File: src/rtl/signal_detect_mc.sv
// rtl/signal_detect_mc.sv - multi-channel run-length detector with gap tolerance and runtime thresholds
module signal_detect_mc #(
  parameter int CH_NUM  = 4,
  parameter int CNT_W   = 10,
  parameter int MODE    = 0,
  parameter int GAP_TOL = 2
) (
  input  logic                    i_clk,
  input  logic                    i_rst_n,
  input  logic                    i_clr,
  input  logic [CNT_W-1:0]        i_dn_th,
  input  logic [CNT_W-1:0]        i_up_th,
  input  logic [CH_NUM-1:0]       i_vld,
  input  logic [CH_NUM-1:0]       i_data,
  output logic [CH_NUM-1:0]       o_vld,
  output logic [CH_NUM-1:0]       o_data,
  output logic [CH_NUM*CNT_W-1:0] o_len,
  output logic [CH_NUM-1:0]       o_err,
  output logic                    o_cfg_err
);

  localparam logic [CNT_W-1:0] CNT_MAX = '1;
  localparam logic [CNT_W-1:0] ONE     = {{(CNT_W-1){1'b0}}, 1'b1};
  localparam logic [CNT_W:0]   ONE_X   = {{CNT_W{1'b0}}, 1'b1};
  localparam logic [3:0]       GAP_LIM = GAP_TOL[3:0];

  logic [CH_NUM-1:0]       run_act_q, run_act_d;
  logic [CH_NUM-1:0]       last_q, last_d;
  logic [CNT_W-1:0]        cnt_q [CH_NUM];
  logic [CNT_W-1:0]        cnt_d [CH_NUM];
  logic [3:0]              gap_q [CH_NUM];
  logic [3:0]              gap_d [CH_NUM];
  logic [CH_NUM-1:0]       vld_d, err_d, odata_d;
  logic [CH_NUM*CNT_W-1:0] olen_d;
  logic                    cfg_bad;

  always_comb begin
    cfg_bad   = (i_dn_th == '0) || (i_dn_th > i_up_th);
    run_act_d = run_act_q;
    last_d    = last_q;
    vld_d     = '0;
    err_d     = '0;
    odata_d   = o_data;
    olen_d    = o_len;
    for (int c = 0; c < CH_NUM; c++) begin
      cnt_d[c] = cnt_q[c];
      gap_d[c] = gap_q[c];
    end

    if (i_clr) begin
      run_act_d = '0;
      last_d    = '0;
      odata_d   = '0;
      olen_d    = '0;
      for (int c = 0; c < CH_NUM; c++) begin
        cnt_d[c] = '0;
        gap_d[c] = '0;
      end
    end else if (cfg_bad) begin
      run_act_d = '0;
      for (int c = 0; c < CH_NUM; c++) begin
        cnt_d[c] = '0;
        gap_d[c] = '0;
      end
    end else begin
      for (int c = 0; c < CH_NUM; c++) begin
        if (!i_vld[c]) begin
          // Idle cycles are tolerated up to GAP_TOL; the next one drops the run without a report.
          if (run_act_q[c]) begin
            if (gap_q[c] == GAP_LIM) begin
              run_act_d[c] = 1'b0;
              cnt_d[c]     = '0;
              gap_d[c]     = '0;
            end else begin
              gap_d[c] = gap_q[c] + 4'd1;
            end
          end
        end else begin
          gap_d[c] = '0;
          if (!run_act_q[c]) begin
            run_act_d[c] = 1'b1;
            last_d[c]    = i_data[c];
            cnt_d[c]     = ONE;
            if (MODE == 1 && i_dn_th == ONE) begin
              vld_d[c]                   = 1'b1;
              odata_d[c]                 = i_data[c];
              olen_d[c*CNT_W +: CNT_W]   = ONE;
              run_act_d[c]               = 1'b0;
              cnt_d[c]                   = '0;
            end
          end else if (i_data[c] == last_q[c]) begin
            if (MODE == 1 && ({1'b0, cnt_q[c]} + ONE_X) == {1'b0, i_dn_th}) begin
              vld_d[c]                   = 1'b1;
              odata_d[c]                 = i_data[c];
              olen_d[c*CNT_W +: CNT_W]   = i_dn_th;
              run_act_d[c]               = 1'b0;
              cnt_d[c]                   = '0;
            end else begin
              cnt_d[c] = (cnt_q[c] == CNT_MAX) ? CNT_MAX : cnt_q[c] + ONE;
            end
          end else begin
            // A value change closes the old run and this sample opens the next one.
            if (MODE == 0) begin
              if (cnt_q[c] >= i_dn_th && cnt_q[c] <= i_up_th) vld_d[c] = 1'b1;
              else                                            err_d[c] = 1'b1;
              odata_d[c]                 = last_q[c];
              olen_d[c*CNT_W +: CNT_W]   = cnt_q[c];
            end
            last_d[c] = i_data[c];
            cnt_d[c]  = ONE;
          end
        end
      end
    end
  end

  always_ff @(posedge i_clk or negedge i_rst_n) begin
    if (!i_rst_n) begin
      run_act_q <= '0;
      last_q    <= '0;
      o_vld     <= '0;
      o_err     <= '0;
      o_data    <= '0;
      o_len     <= '0;
      o_cfg_err <= 1'b0;
      for (int c = 0; c < CH_NUM; c++) begin
        cnt_q[c] <= '0;
        gap_q[c] <= '0;
      end
    end else begin
      run_act_q <= run_act_d;
      last_q    <= last_d;
      o_vld     <= vld_d;
      o_err     <= err_d;
      o_data    <= odata_d;
      o_len     <= olen_d;
      o_cfg_err <= cfg_bad;
      for (int c = 0; c < CH_NUM; c++) begin
        cnt_q[c] <= cnt_d[c];
        gap_q[c] <= gap_d[c];
      end
    end
  end

endmodule

File: config.mk
export PLATFORM = sky130hd
export DESIGN_NAME = signal_detect_mc
export DESIGN_NICKNAME = d
export VERILOG_FILES = /design/src/rtl/signal_detect_mc.sv
export SDC_FILE = /design/constraint.sdc
export NUM_CORES = 1
export LEC_CHECK = 0
export CORE_AREA = 2 2 123 125
export CTS_CLUSTER_SIZE = 16
export DETAILED_ROUTE_END_ITERATION = 7
export DIE_AREA = 0 0 125 127
export GPL_ROUTABILITY_DRIVEN = 0
export PLACE_DENSITY_LB_ADDON = 0.1
export RECOVER_POWER = 25
export SLEW_MARGIN = 30
export SYNTH_ARGS = -nofsm -noshare
export SYNTH_HDL_FRONTEND = slang
export SYNTH_SLANG_ARGS = --single-unit
export TNS_END_PERCENT = 100
File: constraint.sdc
create_clock -name i_clk -period 4.51 [get_ports i_clk]
set_input_delay 0.6765 -clock i_clk [delete_from_list [all_inputs] [get_ports i_clk]]
set_output_delay 0.6765 -clock i_clk [all_outputs]
set_load 0.02 [all_outputs]
**After elaboration in Yosys (flattened, before gate mapping)**

Index checks and enable logic that the tools add are counted.

- Word-level logic and storage cells: 228
- Flip-flop bits (word level): 117
- Input port bits: 31
- Output and inout bits: 53

- Add/subtract/negate cells: 8
- $lt $le $gt $ge: 9
- Multiplexer cells: 132
- Equality and inequality tests: 21
- Reduce and logical (&&, ||, !) cells: 34

Operators with widths:

| kind | number |
|---|---|
| $mux W10 | 36 |
| $mux W40 | 4 |
| $mux W4 | 22 |
| $mux W1 | 68 |
| $add A10 B1 Y10 const B | 4 |
| $eq A10 B10 Y1 const B | 4 |
| $ge A10 B10 Y1 | 4 |
| $le A10 B10 Y1 | 4 |
| $mux W16 | 2 |
| $reduce_bool A4 Y1 | 8 |
| $add A4 B1 Y4 const B | 4 |
| $eq A4 B2 Y1 const B | 4 |
| $reduce_and A4 Y1 | 4 |
| $reduce_bool A2 Y1 | 8 |
| $ne A3 B3 Y1 const B | 4 |
| $reduce_and A3 Y1 | 4 |
| $gt A10 B10 Y1 | 1 |
| $logic_not A10 Y1 | 1 |
| $ne A2 B2 Y1 const B | 5 |
| $reduce_and A2 Y1 | 4 |
| $eq A1 B1 Y1 | 4 |
| $logic_and A1 B1 Y1 | 4 |
| $logic_or A1 B1 Y1 | 1 |

**Depth between registers and ports, before layout**

Gate-level depths: netlist (run 1).

- Depth after elaboration: 8
- Depth in mapped cells: 9
- Depth with buffers taken out: 8

**Worst setup path before layout (run 1)**

OpenSTA, ideal clock, no wires.

- Path type: input to register
- From: input port i_up_th[5]
- To: register o_len[25]
- Slack: 1.884 ns
- Required time: 4.378 ns
- Buffers on the path: 1
- Data arrival time: 2.494 ns
- Cell stages on the path: 9
- Setup time: 0.132 ns
- Cells stage by stage: inv_1 > ha_1 > a21oi_2 > o21ai_2 > a2111oi_4 > o21ai_2 > buf_6 > mux2i_1 > nor2_1

- Longest elaborated chain between the ends: 4

Ends and longest elaborated chain:

| element | line | text |
|---|---|---|
| start, declared | 12 | `input logic [CNT_W-1:0] i_up_th,` |
| $gt A10 B10 Y1 | 38 | `cfg_bad = (i_dn_th == '0) \|\| (i_dn_th > i_up_th);` |
| $logic_or A1 B1 Y1 | 38 |  |
| $ne A2 B2 Y1 (no source line) | -- |  |
| $reduce_and A4 Y1 (no source line) | -- |  |
| end signal, assigned | 136 | `o_len <= olen_d;` |
| end, declared | 17 | `output logic [CH_NUM*CNT_W-1:0] o_len,` |

No other way between the ends.
A chain may end at the register's enable or synchronous reset.

**Final worst setup path (run 1)**

- From: input port i_dn_th[0]
- To: register o_len[39]

- Longest elaborated chain between the ends: 4
- Elaborated cells on any way between the ends: 5
- Those cells by class: order compare: 1; eq/ne: 1; reduce/logical: 3

Ends and longest elaborated chain:

| element | line | text |
|---|---|---|
| start, declared | 11 | `input logic [CNT_W-1:0] i_dn_th,` |
| $gt A10 B10 Y1 or $logic_not A10 Y1 (tied branches) | 38 |  |
| $logic_or A1 B1 Y1 * | 38 |  |
| $ne A2 B2 Y1 (no source line) * | -- |  |
| $reduce_and A4 Y1 (no source line) * | -- |  |

Every way passes the cells marked *; elsewhere a longest branch is shown, timed or not.

==> results.ini, run 1 <==
[hold_path]
hp-class = reg2reg
hold_path_startpoint = o_len[35]$_DFFE_PN0P_
hold_path_end = o_len[35]$_DFFE_PN0P_
hold_depth = 2

[cts]
post-cts-setup-buffers = 0
worst_skew_pair.late_latency_ns = 0.42
cts.sinks = 117
path_clk_slew_ns = 0.05
cts_resized = 0
holdBufCountCts = 0
numCtsBuffers = 17
cts_tree = built
htreeDepth = 4
cts-root-buf = clkbuf_16
clk_path_buf_depth = 2

[route]
wl_per_cell_um = 18.6
wl_mm = 20.9
vias_per_cell = 6.14
drt-initial-drc-count = 581
dr.pass1.iters = 5
vias = 6910
ant_nets = 0
drcViolationCount = 0

[power_and_ir_drop]
max-vdd-ir-drop_mv = 0.237
total_power_uw = 2620
power.density_nw_per_um2 = 279
p_leak_uw = 0.00464

[finish]
fillers = 1180
register_area_sq_um = 2930
area_delta_synth_final_pct = 19.6
final_util_pct = 65.0
multi_input_area_sq_um = 4640
final_cell_mix = dfrtp_1 (117), ha_1 (102), a21oi_1 (89)
final_common_cell = dfrtp_1
antenna_cells = 0
nNetsFinal = 1067
drive_above_1_share_pct = 6.58

[global_routing]
grt_usage_pct = 26.9
grt.overflow.total = 0
grt_pass1_vias = 6629
grt_max_degree = 50
grt_pass1_wl_mm = 34.1
antenna_found_initial = 0

[sta]
setup_viol = 0
final.setup.worst_slack_ns = 1.14
finalSetupTns_ns = 0
maxSlewViolCount = 50
fmax_ghz = 0.296
period_minus_slack_ns = 3.37
tightest_slew_ns = 2.61
fin_worst_skew_ns = 0.00708
final.period_utilization_pct = 74.8
finalHoldViolCount = 0
rsz0062_at_grt = no
relSlewSlack_pct = -74.3
fin_hold_ws_ns = 0.522

[floorplanning]
die_x_um = 125
die-area_sq_um = 15900
core_area_sq_um = 14400
die_h_um = 127
rows = 44
pin_count = 84
start_util_pct = 54.4

[job]
maxCapViolCount = 1

[logic_synthesis]
synthCells = 843
async_flop_share_pct = 100
synth-edff-count = 0
syn-cell-area_sq_um = 7840
synth_warnings = 0
yosysTopAreaCell = dfrtp_1
syn_nets = 976
ys_ff_latch = 117
synthFlopType = dfrtp_1
seq_area_frac_synth_pct = 37.3
synthDominantCellAreaShare_pct = 37.3
ys_types = 54
synth_area_leaders = dfrtp_1 (37%), ha_1 (16%), mux2i_1 (6.5%)
synth_area_per_cell_sq_um = 9.30

[setup_path]
arrival_ns = 3.65
path_max_fanout = 13
r2r-start = cnt_q[20]$_DFFE_PN0P_
required_ns = 4.79
worstSetupPathType = in2reg
cp-start-kind = primary input
ff2ff_setup_slack_ns = 2.23
cp-end-kind = flop
r2r_cells = 8
r2r-end = o_vld[1]$_DFF_PN0_

[outcome]
outcome = complete, but fails checks
violations = capacitance limit, slew limit

[place]
hpwlAfterDp_mm = 15.2
io_buffers = 83
dpl_worst_slack_ns = 0.765

[worst max-delay path, stage by stage]
cell	delay, ns
clkdlybuf4s50_1	0.73
inv_1	0.09
ha_1	0.20
nand2b_1	0.13
a211oi_1	0.41
a2111oi_4	0.16
buf_4	0.19
o21ai_2	0.67
mux2i_1	0.31
nor2_1	0.06
[worst max-delay path by stage]
stage                    start                     to  slack (ns)  depth (start not counted)
floorplan           i_up_th[5]  o_len[25]$_DFFE_PN0P_        1.88                          9
detailed placement  i_up_th[5]  o_len[39]$_DFFE_PN0P_        0.77                         10
global placement    i_up_th[5]  o_len[39]$_DFFE_PN0P_        0.89                         10
finish              i_dn_th[0]  o_len[39]$_DFFE_PN0P_        1.14                         10
global route           i_rst_n  o_data[1]$_DFFE_PN0P_        0.89                          2
CTS                 i_dn_th[0]  o_len[39]$_DFFE_PN0P_        1.19                         10
[routing by layer]
metal	wire length, um	GRT usage (%)	up-vias
li1	-	-	3255
met1	9030	35.4	3359
met2	9950	43.8	250
met3	1220	4.77	46
met4	696	12.4	0
met5	0	0	-
[state kept, by name, indices dropped and copies added (netlist names), 4 cells and up]
register and flops:
cnt_q 40, gap_q 16, last_q 4, o_data 4, o_err 4, o_len 40, o_vld 4, run_act_q 4
[power breakdown]
part | leakage (uW) | switching [uW] | internal (uW)
Sequential | 0.00162 | 16.4 | 1060
Clock | 0.000265 | 448 | 795
Combinational | 0.00275 | 194 | 104
[kinds of logic after synthesis]
family	count (synthesis)	synth area share, %
XOR/XNOR	8	0.894
buffers and inverters	60	3.49
AND/OR/NAND/NOR	305	20.0
flip-flops	117	37.3
multiplexers	51	6.51
AO/OA/AOI/OAI	200	15.5
adder cells (fa/ha/maj)	102	16.3
[Yosys cell counts, types with 3 or more instances]
master     instances
o21ai_0           44
xor2_1             8
and3_1            17
or3_1              3
nand2_1           61
nor3_2            11
nor3_1            30
nand3_1           19
a41oi_1            5
nor2b_1           16
inv_1             37
nor3b_1            8
dfrtp_1          117
and3b_1            3
a21o_1            11
clkbuf_1          15
a31oi_1            5
ha_1             102
a2111oi_0          4
and2_1             5
buf_6              6
nand4_1           16
o211ai_1           3
a211oi_1          13
o22ai_1            3
mux2i_1           51
a21oi_1           89
nor4_1             5
nand2b_1          16
nor2_1            84
o21ai_2            5
nand3b_1           3
[area by class of cell]
type | count | area share (%)
Multi-Input combinational cell | 666 | 49.5
Sequential cell | 117 | 31.2
Timing Repair Buffer | 95 | 9.67
Clock buffer | 22 | 5.16
Tap cell | 184 | 2.45
Inverter | 37 | 1.48
Clock inverter | 5 | 0.560
[stage by stage]
step	cell area, sq um	cells
final	9380	1126
after global placement	8850	1099
after global routing	9380	1126
after floorplan	7840	843
after detailed placement	8850	1099
after CTS	9390	1126
Power figures use the tool's default switching activity.
==> inputs of run 2 (changes only) <==
- clock period: 4.51 -> 3.4 ns (I/O delays scaled with it)
==> results.ini, run 2 (same netlist as run 1, synthesis figures left out) <==
[outcome]
outcome = complete, but fails checks  ; unchanged
violations = capacitance limit, slew limit  ; unchanged

[floorplanning]
die-area_sq_um = 15900  ; unchanged
die_x_um = 125  ; unchanged
core_area_sq_um = 14400  ; unchanged
rows = 44  ; unchanged
pin_count = 84  ; unchanged
start_util_pct = 54.4  ; unchanged
die_h_um = 127  ; unchanged

[cts]
cts_resized = 0  ; unchanged
cts-root-buf = clkbuf_16  ; unchanged
numCtsBuffers = 17  ; unchanged
path_clk_slew_ns = 0.05  ; about the same
worst_skew_pair.late_latency_ns = 0.43  ; was 0.42 ns
cts.sinks = 117  ; unchanged
htreeDepth = 4  ; unchanged
cts_tree = built  ; unchanged
post-cts-setup-buffers = 0  ; unchanged
clk_path_buf_depth = 2  ; unchanged
holdBufCountCts = 0  ; unchanged

[power_and_ir_drop]
p_leak_uw = 0.00475  ; was 0.00464 uW
max-vdd-ir-drop_mv = 0.293  ; was 0.237 mV
power.density_nw_per_um2 = 383  ; was 279 nW/um^2

[route]
wl_mm = 21.6  ; was 20.9 mm
dr.pass1.iters = 6  ; was 5
drt-initial-drc-count = 557  ; was 581
drcViolationCount = 0  ; unchanged
vias = 7046  ; was 6910
wl_per_cell_um = 18.9  ; was 18.6 um
ant_nets = 0  ; unchanged
vias_per_cell = 6.16  ; was 6.14

[global_routing]
grt_pass1_vias = 7101  ; was 6629
grt_max_degree = 73  ; was 50
antenna_found_initial = 0  ; unchanged
grt_usage_pct = 28.3  ; was 26.9%
grt_pass1_wl_mm = 35.7  ; was 34.1 mm
grt.overflow.total = 0  ; unchanged

[setup_path]
ff2ff_setup_slack_ns = 1.09  ; was 2.23 ns
cp-start-kind = primary input  ; unchanged
required_ns = 3.70  ; was 4.79 ns
worstSetupPathType = in2reg  ; unchanged
cp-end-kind = flop  ; unchanged
path_max_fanout = 13  ; unchanged
arrival_ns = 3.30  ; was 3.65 ns

[sta]
rsz0062_at_grt = no  ; unchanged
finalSetupTns_ns = 0  ; unchanged
final.setup.worst_slack_ns = 0.397  ; was 1.14 ns
setup_viol = 0  ; unchanged
period_minus_slack_ns = 3.00
maxSlewViolCount = 46  ; was 50
finalHoldViolCount = 0  ; unchanged
fmax_ghz = 0.333
final.period_utilization_pct = 88.3
fin_worst_skew_ns = 0.0109  ; was 0.00708 ns
relSlewSlack_pct = -73.1  ; was -74.3%
tightest_slew_ns = 2.60  ; was 2.61 ns

[hold_path]
hp-class = reg2reg  ; unchanged

[finish]
final_common_cell = dfrtp_1  ; unchanged
area_delta_synth_final_pct = 22.2  ; was 19.6%
antenna_cells = 0  ; unchanged
drive_above_1_share_pct = 8.33  ; was 6.58%
nNetsFinal = 1081  ; was 1067
final_cell_mix = dfrtp_1 (117), ha_1 (102), a21oi_1 (89)  ; unchanged
top_regs = cnt_q (40), o_len (40), gap_q (16)  ; unchanged

[place]
hpwlAfterDp_mm = 15.6  ; was 15.2 mm
dpl_worst_slack_ns = 0.00557  ; was 0.765 ns
io_buffers = 83  ; unchanged

[job]
maxCapViolCount = 1  ; unchanged

==> run 2: worst paths after layout <==
| path | from | end | cells after the start |
|---|---|---|---|
| setup reg to reg | cnt_q[20]$_DFFE_PN0P_ | o_vld[1]$_DFF_PN0_ | 8 |
| min in group asynchronous | i_rst_n | cnt_q[15]$_DFFE_PN0P_ | 1 |
| hold reg to reg | o_len[20]$_DFFE_PN0P_ | o_len[20]$_DFFE_PN0P_ | 2 |
| hold / removal | o_len[20]$_DFFE_PN0P_ | o_len[20]$_DFFE_PN0P_ | 2 |
| max in group asynchronous | i_rst_n | o_len[6]$_DFFE_PN0P_ | 1 |
| setup / recovery | i_dn_th[5] | o_len[1]$_DFFE_PN0P_ | 8 |
==> run 2: where the power goes <==
part	total [uW]	switching [uW]	internal [uW]
Sequential	1430	22.3	1410
Clock	1830	626	1200
Combinational	413	262	150
==> run 2: routing by layer <==
layer	vias up	GRT usage (%)	wire (um)
met4	0	12.4	659
met1	3424	36.4	9340
met5	-	0	0
met3	55	5.57	1330
li1	3292	-	-
met2	275	46.8	10300
==> run 2: final cells by class <==
| class | count | area (sq um) |
|---|---|---|
| Sequential cell | 117 | 2930 |
| Multi-Input combinational cell | 666 | 4640 |
| Timing Repair Buffer | 109 | 1040 |
| Fill cell | 1141 | 4840 |
| Inverter | 37 | 139 |
| Clock inverter | 9 | 126 |
| Tap cell | 184 | 230 |
| Clock buffer | 22 | 474 |
==> run 2: critical path, cell delays in order <==
cell	delay, ns
clkdlybuf4s50_1	0.50
ha_1	0.38
nand4_1	0.18
a211oi_1	0.46
a2111oi_4	0.17
o21ai_2	0.75
mux2i_1	0.28
nor2_1	0.06
==> run 2: metrics by stage <==
step	hold slack (ns)	instances	utilization, %	power (uW)	area, sq um
final	0.517	1144	66.4	3670	9580
after global routing	0.539	1144	66.4	3810	9580
after CTS	0.118	1144	66.5	3680	9590
after detailed placement	0.515	1113	62.3	1860	8980
after global placement	0.502	1113	62.2	1840	8980
after floorplan	0.214	843	-	1680	7840
